### src/rtl/lif_neuron_if.sv
// Signal bundle between a pre-synaptic driver and the lif_neuron core.
// The neuron uses the slave modport; the stimulus/upstream side uses master.
interface lif_neuron_if #(
  parameter int VMEM_W = 12
);
  logic              en;
  logic [4:0]        pre_spike;
  logic [7:0]        weight;
  logic              post_spike;
  logic [VMEM_W-1:0] vmem;
  logic              refractory;
  logic [7:0]        spike_count;

  modport master (
    output en,
    output pre_spike,
    output weight,
    input  post_spike,
    input  vmem,
    input  refractory,
    input  spike_count
  );

  modport slave (
    input  en,
    input  pre_spike,
    input  weight,
    output post_spike,
    output vmem,
    output refractory,
    output spike_count
  );
endinterface

### src/rtl/lif_neuron.sv
// Leaky integrate-and-fire neuron with a fixed refractory period.
// Optional saturating firing counter is built when LIF_SPIKE_COUNT_EN is defined.
module lif_neuron #(
  parameter int THRESHOLD      = 200,
  parameter int LEAK_SHIFT     = 3,
  parameter int REFRACT_CYCLES = 4,
  parameter int VMEM_W         = 12
) (
  input  logic          clk,
  input  logic          rst_n,
  lif_neuron_if.slave   io_bus
);

  localparam logic [VMEM_W-1:0] LP_THRESH  = VMEM_W'(THRESHOLD);
  localparam logic [7:0]        LP_REFRACT = 8'(REFRACT_CYCLES);

  typedef enum logic [1:0] {
    ST_INTEGRATE = 2'd0,
    ST_FIRE      = 2'd1,
    ST_REFRACT   = 2'd2
  } state_t;

  state_t            r_state;
  state_t            w_state_nxt;
  logic [VMEM_W-1:0] r_vmem;
  logic [VMEM_W-1:0] w_vmem_nxt;
  logic [7:0]        r_refr_cnt;
  logic [7:0]        w_refr_cnt_nxt;
  logic              w_fire_entry;

  logic [2:0]        w_popcnt;
  logic [10:0]       w_cur;
  logic [VMEM_W-1:0] w_leak;
  logic [VMEM_W:0]   w_sum;
  logic [VMEM_W-1:0] w_sat;
  logic              w_cross;

  always_comb begin
    w_popcnt = 3'd0;
    for (int i = 0; i < 5; i++) begin
      w_popcnt = w_popcnt + {2'b00, io_bus.pre_spike[i]};
    end
  end

  // One extra bit of headroom holds the worst case (full vmem plus 1275) before saturation.
  assign w_cur   = 11'(w_popcnt) * 11'(io_bus.weight);
  assign w_leak  = r_vmem >> LEAK_SHIFT;
  assign w_sum   = {1'b0, r_vmem} - {1'b0, w_leak} + (VMEM_W+1)'(w_cur);
  assign w_sat   = w_sum[VMEM_W] ? {VMEM_W{1'b1}} : w_sum[VMEM_W-1:0];
  assign w_cross = (w_sat >= LP_THRESH);

  always_comb begin
    w_state_nxt    = r_state;
    w_vmem_nxt     = r_vmem;
    w_refr_cnt_nxt = r_refr_cnt;
    w_fire_entry   = 1'b0;
    unique case (r_state)
      ST_INTEGRATE: begin
        if (io_bus.en) begin
          if (w_cross) begin
            w_state_nxt  = ST_FIRE;
            w_vmem_nxt   = '0;
            w_fire_entry = 1'b1;
          end else begin
            w_vmem_nxt = w_sat;
          end
        end
      end
      ST_FIRE: begin
        w_vmem_nxt = '0;
        if (REFRACT_CYCLES == 0) begin
          w_state_nxt    = ST_INTEGRATE;
          w_refr_cnt_nxt = 8'd0;
        end else begin
          w_state_nxt    = ST_REFRACT;
          w_refr_cnt_nxt = LP_REFRACT;
        end
      end
      ST_REFRACT: begin
        // Counter was loaded with the full length, so leaving at 1 gives exactly that many cycles.
        w_vmem_nxt     = '0;
        w_refr_cnt_nxt = (r_refr_cnt == 8'd0) ? 8'd0 : r_refr_cnt - 8'd1;
        if (r_refr_cnt <= 8'd1) begin
          w_state_nxt = ST_INTEGRATE;
        end
      end
      default: begin
        w_state_nxt    = ST_INTEGRATE;
        w_vmem_nxt     = '0;
        w_refr_cnt_nxt = 8'd0;
      end
    endcase
  end

  always_ff @(posedge clk or negedge rst_n) begin
    if (!rst_n) begin
      r_state    <= ST_INTEGRATE;
      r_vmem     <= '0;
      r_refr_cnt <= 8'd0;
    end else begin
      r_state    <= w_state_nxt;
      r_vmem     <= w_vmem_nxt;
      r_refr_cnt <= w_refr_cnt_nxt;
    end
  end

  assign io_bus.post_spike = (r_state == ST_FIRE);
  assign io_bus.refractory = (r_state == ST_REFRACT);
  assign io_bus.vmem       = r_vmem;

`ifdef LIF_SPIKE_COUNT_EN
  logic [7:0] r_spike_count;

  always_ff @(posedge clk or negedge rst_n) begin
    if (!rst_n) begin
      r_spike_count <= 8'd0;
    end else if (w_fire_entry && (r_spike_count != 8'hFF)) begin
      r_spike_count <= r_spike_count + 8'd1;
    end
  end

  assign io_bus.spike_count = r_spike_count;
`else
  logic w_unused_fire_entry;
  assign w_unused_fire_entry = w_fire_entry;
  assign io_bus.spike_count  = 8'd0;
`endif

endmodule

### src/flat_wrapper.sv
// flat-port wrapper written by rule: the top's interface ports become plain ports
module lif_neuron_flat 
#(
  parameter int THRESHOLD      = 200,
  parameter int LEAK_SHIFT     = 3,
  parameter int REFRACT_CYCLES = 4,
  parameter int VMEM_W         = 12
)
  (clk, rst_n, io_bus_en, io_bus_pre_spike, io_bus_weight, io_bus_post_spike, io_bus_vmem, io_bus_refractory, io_bus_spike_count);
  lif_neuron_if #(.VMEM_W(VMEM_W)) io_bus_i ();
  input  logic clk;
  input  logic rst_n;
  input wire logic [$bits(io_bus_i.en)-1:0] io_bus_en;
  input wire logic [$bits(io_bus_i.pre_spike)-1:0] io_bus_pre_spike;
  input wire logic [$bits(io_bus_i.weight)-1:0] io_bus_weight;
  output wire logic [$bits(io_bus_i.post_spike)-1:0] io_bus_post_spike;
  output wire logic [$bits(io_bus_i.vmem)-1:0] io_bus_vmem;
  output wire logic [$bits(io_bus_i.refractory)-1:0] io_bus_refractory;
  output wire logic [$bits(io_bus_i.spike_count)-1:0] io_bus_spike_count;
  assign io_bus_i.en = io_bus_en;
  assign io_bus_i.pre_spike = io_bus_pre_spike;
  assign io_bus_i.weight = io_bus_weight;
  assign io_bus_post_spike = io_bus_i.post_spike;
  assign io_bus_vmem = io_bus_i.vmem;
  assign io_bus_refractory = io_bus_i.refractory;
  assign io_bus_spike_count = io_bus_i.spike_count;
  lif_neuron #(.THRESHOLD(THRESHOLD), .LEAK_SHIFT(LEAK_SHIFT), .REFRACT_CYCLES(REFRACT_CYCLES), .VMEM_W(VMEM_W)) u_core (.clk(clk), .rst_n(rst_n), .io_bus(io_bus_i));
endmodule
### config.mk
export PLATFORM = sky130hd
export DESIGN_NAME = lif_neuron_flat
export DESIGN_NICKNAME = d
export VERILOG_FILES = /design/src/rtl/lif_neuron_if.sv /design/src/rtl/lif_neuron.sv /design/src/flat_wrapper.sv
export SDC_FILE = /design/constraint.sdc
export NUM_CORES = 1
export LEC_CHECK = 0
export ABC_AREA = 1
export CAP_MARGIN = 20
export CORE_MARGIN = 2
export CORE_UTILIZATION = 59
export CTS_BUF_LIST = sky130_fd_sc_hd__clkbuf_4
export CTS_CLUSTER_DIAMETER = 60
export CTS_CLUSTER_SIZE = 10
export DETAILED_ROUTE_END_ITERATION = 8
export PLACE_DENSITY = 0.85
export REMOVE_ABC_BUFFERS = 1
export SYNTH_ARGS = -nofsm -noshare
export SYNTH_HDL_FRONTEND = slang
export SYNTH_SLANG_ARGS = --single-unit
export TNS_END_PERCENT = 30
### constraint.sdc
create_clock -name clk -period 9.3 [get_ports clk]
set_clock_uncertainty 0.2 [all_clocks]
set_input_delay 1.86 -clock clk [delete_from_list [all_inputs] [get_ports clk]]
set_output_delay 1.86 -clock clk [all_outputs]
set_load 0.03 [all_outputs]
## Word-level counts from Yosys, hierarchy flattened

Index checks and enable logic that the tools add are counted.

| storage, ports and cells | value |
|---|---|
| flip-flop bits (word level) | 22 |
| input bits | 16 |
| output and inout bits | 22 |
| word-level logic and storage cells | 31 |

| operators by class | value |
|---|---|
| add/sub/neg operators | 7 |
| $mul | 1 |
| magnitude comparators | 2 |
| eq/ne operators | 5 |
| mux-type cells | 10 |
| reductions and logical operators | 3 |

Operator list:

| cell | number |
|---|---|
| 12-bit two-way mux | 4 |
| 8-bit case mux with 3 select lines | 1 |
| 13-bit by 11-bit adder with 13-bit output | 1 |
| 12-bit by 9-bit subtractor with 13-bit output | 1 |
| 12-bit by 8-bit greater-or-equal comparator with 1-bit output (second input constant) | 1 |
| 3-bit by 8-bit multiplier with 11-bit output | 1 |
| 3-bit by 1-bit adder with 3-bit output | 3 |
| 8-bit by 1-bit less-or-equal comparator with 1-bit output (second input constant) | 1 |
| 8-bit zero test | 1 |
| 8-bit two-way mux | 1 |
| 8-bit by 1-bit subtractor with 8-bit output (second input constant) | 1 |
| 2-bit two-way mux | 3 |
| 2-bit case mux with 3 select lines | 1 |
| 2-bit by 1-bit != test with 1-bit output (second input constant) | 2 |
| 3-bit AND reduction | 1 |
| 1-bit by 1-bit adder with 2-bit output | 1 |
| 2-bit by 1-bit equality test with 1-bit output (second input constant) | 1 |
| 2-bit equality test (second input constant) | 1 |
| 2-bit zero test | 1 |
| 2-bit != test (second input constant) | 1 |

## Depth between registers and ports, before layout

Gate-level depths: netlist of the first run.

| depth | value |
|---|---|
| depth after elaboration | 11 |
| depth in mapped cells | 30 |
| gate-level depth less buffers | 29 |

## Least setup slack after synthesis of the first run

OpenSTA, ideal clock, no wires.

| timing path | value |
|---|---|
| kind | input-to-reg |
| start | input io_bus_pre_spike[0] |
| end | register u_core.r_state[1] |
| arrival time | 6573 ps |
| data required time | 8983 ps |
| path slack | 2410 ps |
| stages | 26 |
| buffers on the path | 1 |
| path through | ha_1 inv_1 fa_1 inv_1 ha_1 fa_1 clkbuf_1 nand2_1 fa_1 inv_1 fa_1 inv_1 fa_1 fa_1 inv_1 nand3_1 nand2_1 nand2_1 nand3_1 nand2_1 nor2_4 nand2_4 inv_4 nand2_8 nand3_1 nand2_1 |

| on the way | value |
|---|---|
| word-level cells in the longest chain between the ends | 10 |

RTL lines:

| element | RTL line | RTL |
|---|---|---|
| from (decl) | flat_wrapper.sv:14 | `input wire logic [$bits(io_bus_i.pre_spike)-1:0] io_bus_pre_spike;` |
| 1-bit by 1-bit adder with 2-bit output | lif_neuron.sv:41 | `w_popcnt = w_popcnt + {2'b00, io_bus.pre_spike[i]};` |
| 3-bit by 1-bit adder with 3-bit output (3 in a row) | lif_neuron.sv:41 |  |
| 3-bit by 8-bit multiplier with 11-bit output | lif_neuron.sv:46 | `assign w_cur = 11'(w_popcnt) * 11'(io_bus.weight);` |
| 13-bit by 11-bit adder with 13-bit output | lif_neuron.sv:48 | `assign w_sum = {1'b0, r_vmem} - {1'b0, w_leak} + (VMEM_W+1)'(w_cur);` |
| 12-bit two-way mux | lif_neuron.sv:49 | `assign w_sat = w_sum[VMEM_W] ? {VMEM_W{1'b1}} : w_sum[VMEM_W-1:0];` |
| 12-bit by 8-bit greater-or-equal comparator with 1-bit output | lif_neuron.sv:50 | `assign w_cross = (w_sat >= LP_THRESH);` |
| 2-bit by 1-bit != test with 1-bit output (no source line) | -- |  |
| 3-bit AND reduction (no source line) | -- |  |
| to (signal assigned) | lif_neuron.sv:101 | `r_state <= w_state_nxt;` |
| to (decl) | lif_neuron.sv:23 | `state_t r_state;` |

No other way between the ends.
A chain may end at the register's enable or synchronous reset.

## Final worst setup path of the first run

| timing path | value |
|---|---|
| start | input io_bus_pre_spike[0] |
| end | register u_core.r_state[0] |

Same word-level chain as after synthesis.

==> results.tsv, run 1 <==
stage	metric	value	unit
timing	period_share	0.773	
yosys	syn_area	0.00299	mm²
hold_path	min_path_type	reg -> reg	
routing	totalWireLength	5540	µm
finish	fin_area	0.00335	mm²
clock_tree	cts_made_buffers	3	
routing	drt_iter0_drc	136	
hold_path	hp-start	u_core.io_bus.vmem[1]	
finish	layout-drive-gt1-share	0.0979	
setup_path	reg2regPathDepth	20	
clock_tree	clkTransAtPathRegs	130	ps
yosys	synthCells	411	
routing	vias_per_cell	4.80	
setup_path	cp_top_family	adder cells	
hold_path	worstHoldEndpoint	u_core.io_bus.vmem[1]	
setup_path	slowest_stage	fa_1	
finish	antennaDiodeCount	0	
global_routing	grt-ovfl-total	0	
global_routing	grt_pass1_wl	10100	µm
setup_path	rrSetupSlack	5310	ps
global_routing	first_global_vias	2484	
pwr	peakVddDrop	0.000165	V
floorplan	rows	25	
setup_path	worstSetupPathType	in -> reg	
finish	final_common_cell	inv_1	
floorplan	core	0.00482	mm²
floorplan	boundaryPins	38	
clock_tree	cts_setup_buffers	0	
yosys	synth_top_area_frac	0.184	
yosys	seq_area_frac_synth	0.184	
pwr	p_per_area	336	mW/mm²
setup_path	cp_data_arrival_time	7210	ps
floorplan	dieArea	0.00566	mm²
placed_design	gp_congestion	0.905	
yosys	synthArstFlopShare	1.00	
timing	fmax	139	MHz
yosys	synth_cell_types	37	
floorplan	die_h	75.2	µm
timing	rsz0062_at_grt	no	
clock_tree	clock_path_buffers	2	
finish	syn_to_final_growth	12.0	%
clock_tree	cts_resized	0	
timing	hold_viol	0	
setup_path	worstPathMaxFanout	10	
yosys	synth_ff_type	dfrtp_1	
clock_tree	cts.sinks	22	
timing	fin_setup_tns	0	ps
routing	wl_per_cell	10.9	µm
routing	drc	0	
clock_tree	root_buffer	clkbuf_4	
placed_design	dp_cells	501	
setup_path	crit_path_end_kind	flip-flop	
timing	setup_viol_count_final	0	
pwr	p_leak	1.97	nW
yosys	synth_seq_cells	22	
placed_design	dp_hpwl	4830	µm
flow_run	max_cap_violations	0	
setup_path	worstPathRequired	9320	ps
global_routing	track_usage	0.229	
floorplan	die_w	75.2	µm
global_routing	antenna_found_initial	0	
yosys	synth-edff-count	0	
yosys	synthTopCellsByArea	dfrtp_1, fa_1, inv_1, nand2_1, ha_1	
finish	fin_util	0.696	
floorplan	start_util	0.621	
setup_path	crit_buf_inv	7	
run_status	outcome	finished, final reports clean	
routing	ant_nets	0	
yosys	yosys.area.top_type	dfrtp_1	
setup_path	worst_setup_path_start_kind	primary input	
placed_design	placed_area	0.00331	mm²
placed_design	port_buffers	29	
finish	layout_common_cells	inv_1, nand2_1, clkdlybuf4s50_1	
clock_tree	insertion_delay	310	ps
setup_path	r2r_end	u_core.r_state[0]	
setup_path	reg2reg_from	u_core.io_bus.vmem[7]	
global_routing	grt_max_degree	23	
finish	finalNonFillerCells	506	
yosys	synth.avg_cell_area	7.28	µm²
finish	final_nets	509	
timing	report.final.slew_viol_count	0	
clock_tree	hold_buffers	0	
routing	dr.pass1.iters	4	
yosys	yosys_warnings	0	
routing	vias	2431	
hold_path	hold_depth	2	
clock_tree	cts_tree	done	
setup_path	cpPeakStageDelay	670	ps
clock_tree	htree_levels	1	
timing	finalCriticalPeriod	7190	ps
==> worst reg2reg max path, cell delays in order, from the launching register on <==
cell	delay (ps)
dfrtp_1	440
inv_1	130
fa_1	520
fa_1	560
inv_1	60
fa_1	490
inv_1	40
ha_1	360
nand2_1	140
nor2_2	130
nand2_2	70
nand2_2	70
nand2_2	60
nand2_2	60
nand2_2	60
nand2_4	120
nand2_4	80
inv_4	70
nand2_8	80
nand3_1	80
nand2_1	50
==> where the power goes <==
group,switching (W),internal [W]
Clock,0.0000301,0.0000157
Combinational,0.000605,0.000343
Sequential,0.0000180,0.000116
==> cells in the mapped netlist (all sizes together), types with 2 or more instances <==
library cell / n
nand2: 119
inv: 115
nor2: 28
ha: 27
fa: 26
nand3: 23
dfrtp: 22
o21ai: 11
buf: 10
a21oi: 6
nand4: 4
xnor2: 4
clkbuf: 3
xor2: 3
nor3: 2
==> worst max path at each step <==
stage,end,depth (start not counted),slack [ps],start
after detailed placement,u_core.r_state[0],27,1720,io_bus_pre_spike[0]
after floorplan,u_core.r_state[1],25,2510,io_bus_pre_spike[0]
final,u_core.r_state[0],27,2110,io_bus_pre_spike[0]
after global placement,u_core.r_state[0],27,1870,io_bus_pre_spike[0]
after global routing,u_core.r_state[0],30,1800,io_bus_pre_spike[0]
after CTS,u_core.r_state[0],27,2080,io_bus_pre_spike[0]
==> final cells by class <==
class                   count  area, µm²
fillers                   416       1460
multi-input cells         267       1950
clock inverters             1       3.75
clock buffers               3       22.5
well taps                  67       83.8
inverters                 116        438
repair buffers             30        305
flip-flops and latches     22        551
==> per-stage QoR <==
stage	worst slack, ps	total power (W)	hold WS, ps
2_1_floorplan	2510	0.000911	266
3_3_place_gp	1870	0.00105	296
3_5_place_dp	1720	0.00108	299
4_1_cts	2080	0.00113	331
5_1_grt	1800	0.00128	358
6_report	2110	0.00113	326
==> state kept, by name, indices dropped and copies added, names as in the netlist <==
register	flops
u_core.r_refr_cnt	8
u_core.io_bus.vmem	12
u_core.r_state	2
==> layer usage <==
layer  GRT usage  vias to the layer above  wire (µm)
li1            -                     1242          -
met1       0.277                     1135       2380
met2       0.428                       42       2920
met3      0.0308                       12        132
met4      0.0604                        0         99
met5           0                        -          0
==> kinds of logic (layout without fill, tap and decap cells) <==
| family | Yosys count | after routing | share of synthesized area |
|---|---|---|---|
| and+or+nand+nor | 180 | 180 | 0.283 |
| buffers and inverters | 129 | 150 | 0.173 |
| adders and majority gates | 53 | 53 | 0.287 |
| DFF | 22 | 22 | 0.184 |
| AOI/OAI and AO/OA | 19 | 19 | 0.0506 |
| xor gates and xnor gates | 7 | 7 | 0.0205 |
| other | 1 | 8 | 0.00125 |
(Power assumes the default switching activity.)
==> run 2, diff against run 1 <==
--- a/config.mk
+++ b/config.mk
@@ -8,12 +8,12 @@
 export ABC_AREA = 1
 export CAP_MARGIN = 20
 export CORE_MARGIN = 2
-export CORE_UTILIZATION = 59
+export CORE_UTILIZATION = 53
 export CTS_BUF_LIST = sky130_fd_sc_hd__clkbuf_4
 export CTS_CLUSTER_DIAMETER = 60
 export CTS_CLUSTER_SIZE = 10
 export DETAILED_ROUTE_END_ITERATION = 8
-export PLACE_DENSITY = 0.85
+export PLACE_DENSITY = 0.81
 export REMOVE_ABC_BUFFERS = 1
 export SYNTH_ARGS = -nofsm -noshare
 export SYNTH_HDL_FRONTEND = slang
==> constraint.sdc (replaced) <==
create_clock -name clk -period 6.6 [get_ports clk]
set_clock_uncertainty 0.2 [all_clocks]
set_input_delay 1.32 -clock clk [delete_from_list [all_inputs] [get_ports clk]]
set_output_delay 1.32 -clock clk [all_outputs]
set_load 0.03 [all_outputs]
==> results.tsv, run 2 (synthesis results as in run 1) <==
stage	metric	value	unit	change
floorplan	dieArea	0.00626	mm²	+11%
clock_tree	cts_made_buffers	3		unchanged
run_status	outcome	finished, final reports clean		
setup_path	worst_setup_path_start_kind	primary input		
floorplan	die_h	79.1	µm	+5.2%
floorplan	core	0.00547	mm²	+14%
routing	wl_per_cell	12.6	µm	+15%
routing	drt_iter0_drc	128		-5.9%
setup_path	worstPathMaxFanout	8		-2
flow_run	max_cap_violations	0		unchanged
timing	report.final.slew_viol_count	0		unchanged
routing	ant_nets	0		unchanged
setup_path	reg2regPathDepth	19		-5.0%
global_routing	grt_pass1_wl	10800	µm	+7.0%
clock_tree	clkTransAtPathRegs	110	ps	-20 ps
finish	final_common_cell	inv_1		
finish	layout_common_cells	inv_1, nand2_1, clkdlybuf4s50_1		
placed_design	dp_hpwl	5060	µm	+4.8%
global_routing	track_usage	0.216		-0.0134
hold_path	hold_depth	2		unchanged
clock_tree	hold_buffers	0		unchanged
finish	syn_to_final_growth	25.9	%	
global_routing	grt-ovfl-total	0		unchanged
clock_tree	root_buffer	clkbuf_4		
timing	fmax	155	MHz	
setup_path	worstSetupPathType	in -> reg		
finish	multiInputGateArea	0.00217	mm²	+11%
timing	hold_viol	0		unchanged
timing	setup_viol_count_final	0		unchanged
clock_tree	insertion_delay	300	ps	about the same
finish	num-fill-cells	426		+2.4%
setup_path	cp_data_arrival_time	6470	ps	-740 ps
setup_path	crit_path_end_kind	flip-flop		
finish	largest_reg_flops	12		unchanged
timing	period_share	0.979		
routing	dr.pass1.iters	4		unchanged
routing	vias_per_cell	4.86		+1.2%
routing	drc	0		unchanged
floorplan	boundaryPins	38		unchanged
finish	seqCellArea	551	µm²	unchanged
timing	finalCriticalPeriod	6460	ps	
routing	totalWireLength	6720	µm	+21%
placed_design	gp_congestion	0.853		-5.8%
clock_tree	cts_tree	done		
floorplan	start_util	0.547		-0.0744
hold_path	min_path_type	reg -> reg		
floorplan	rows	27		+8.0%
timing	hold_slack	333	ps	+6.90 ps
floorplan	die_w	79.1	µm	+5.2%
clock_tree	cts.sinks	22		unchanged
timing	fin_setup_tns	0	ps	unchanged
setup_path	worstPathRequired	6610	ps	-2710 ps
finish	final_nets	532		+4.5%
clock_tree	htree_levels	1		unchanged
routing	vias	2591		+6.6%
placed_design	pre_cts_slack	-359	ps	-2080 ps
finish	antennaDiodeCount	0		unchanged
placed_design	port_buffers	29		unchanged
global_routing	grt_max_degree	18		-22%
global_routing	antenna_found_initial	0		unchanged
timing	rsz0062_at_grt	no		
clock_tree	clock_path_buffers	2		unchanged
global_routing	first_global_vias	2610		+5.1%
finish	layout-drive-gt1-share	0.226		+0.128
timing	fin_ws	140	ps	-1970 ps
## run 2: cell count changes in the layout (fill, tap and decap cells not counted), moves of 5 or more
cell,before,now
nand2_4,2,7
nand2_1,105,90
inv_1,113,107
nand2_2,11,22
buf_4,0,21
ha_1,27,19
ha_4,0,6
inv_2,1,7
## run 2: worst paths after layout
path                                        from                     to  slack (ps)
min reg2reg                    u_core.r_state[1]      u_core.r_state[1]         330
max                          io_bus_pre_spike[2]      u_core.r_state[1]         140
max reg2reg                u_core.io_bus.vmem[5]      u_core.r_state[1]        2620
min in group asynchronous                  rst_n  u_core.io_bus.vmem[8]        1130
min                            u_core.r_state[1]      u_core.r_state[1]         330
max in group asynchronous                  rst_n   u_core.r_refr_cnt[1]        4620
## run 2: worst max-delay path, cell delays in order
cell	delay, ps
clkdlybuf4s50_1	450
inv_1	50
fa_1	530
inv_1	50
ha_2	170
fa_2	660
nand2_2	90
fa_1	520
inv_2	40
fa_1	530
inv_1	50
fa_2	570
inv_2	60
ha_4	250
nand3_4	100
nand3_4	90
nand2_2	90
nand2_1	60
nor2_1	130
nand2_1	90
nand3_2	110
nand2_4	80
nor2_8	170
nand2_8	80
nand3_1	70
nand2_1	50
## run 2: metrics by stage
stage                      util  cells  area [µm²]
final                     0.689    533        3770
after global routing      0.689    533        3770
after CTS                 0.649    531        3550
after detailed placement  0.641    527        3510
after global placement    0.636    526        3480
after floorplan               -    405        2940
## run 2: layout make-up
type,instances,share of cell area
clock buffer,3,0.00598
inverter,116,0.116
multi-input combinational,268,0.575
sequential,22,0.146
tap,72,0.0239
timing repair buffer,52,0.133
## run 2: repair_timing
item                       CTS  global route
buffers inserted             1             1
resized for setup            2            50
pin swaps                    3            24
cloned                       0             1
setup endpoints to repair    8            10
hold endpoints to repair     0             0
## run 2: metal layers
metal	track usage	routed length (µm)	vias to the layer above
met1	0.250	2770	1221
li1	-	-	1288
met5	0	0	-
met3	0.0284	225	17
met4	0.0655	139	0
met2	0.409	3580	65
Power of run 2 is left out: the tool's default activity adds up to more than one toggle a clock period on the data nets, which glitch-free logic cannot reach.
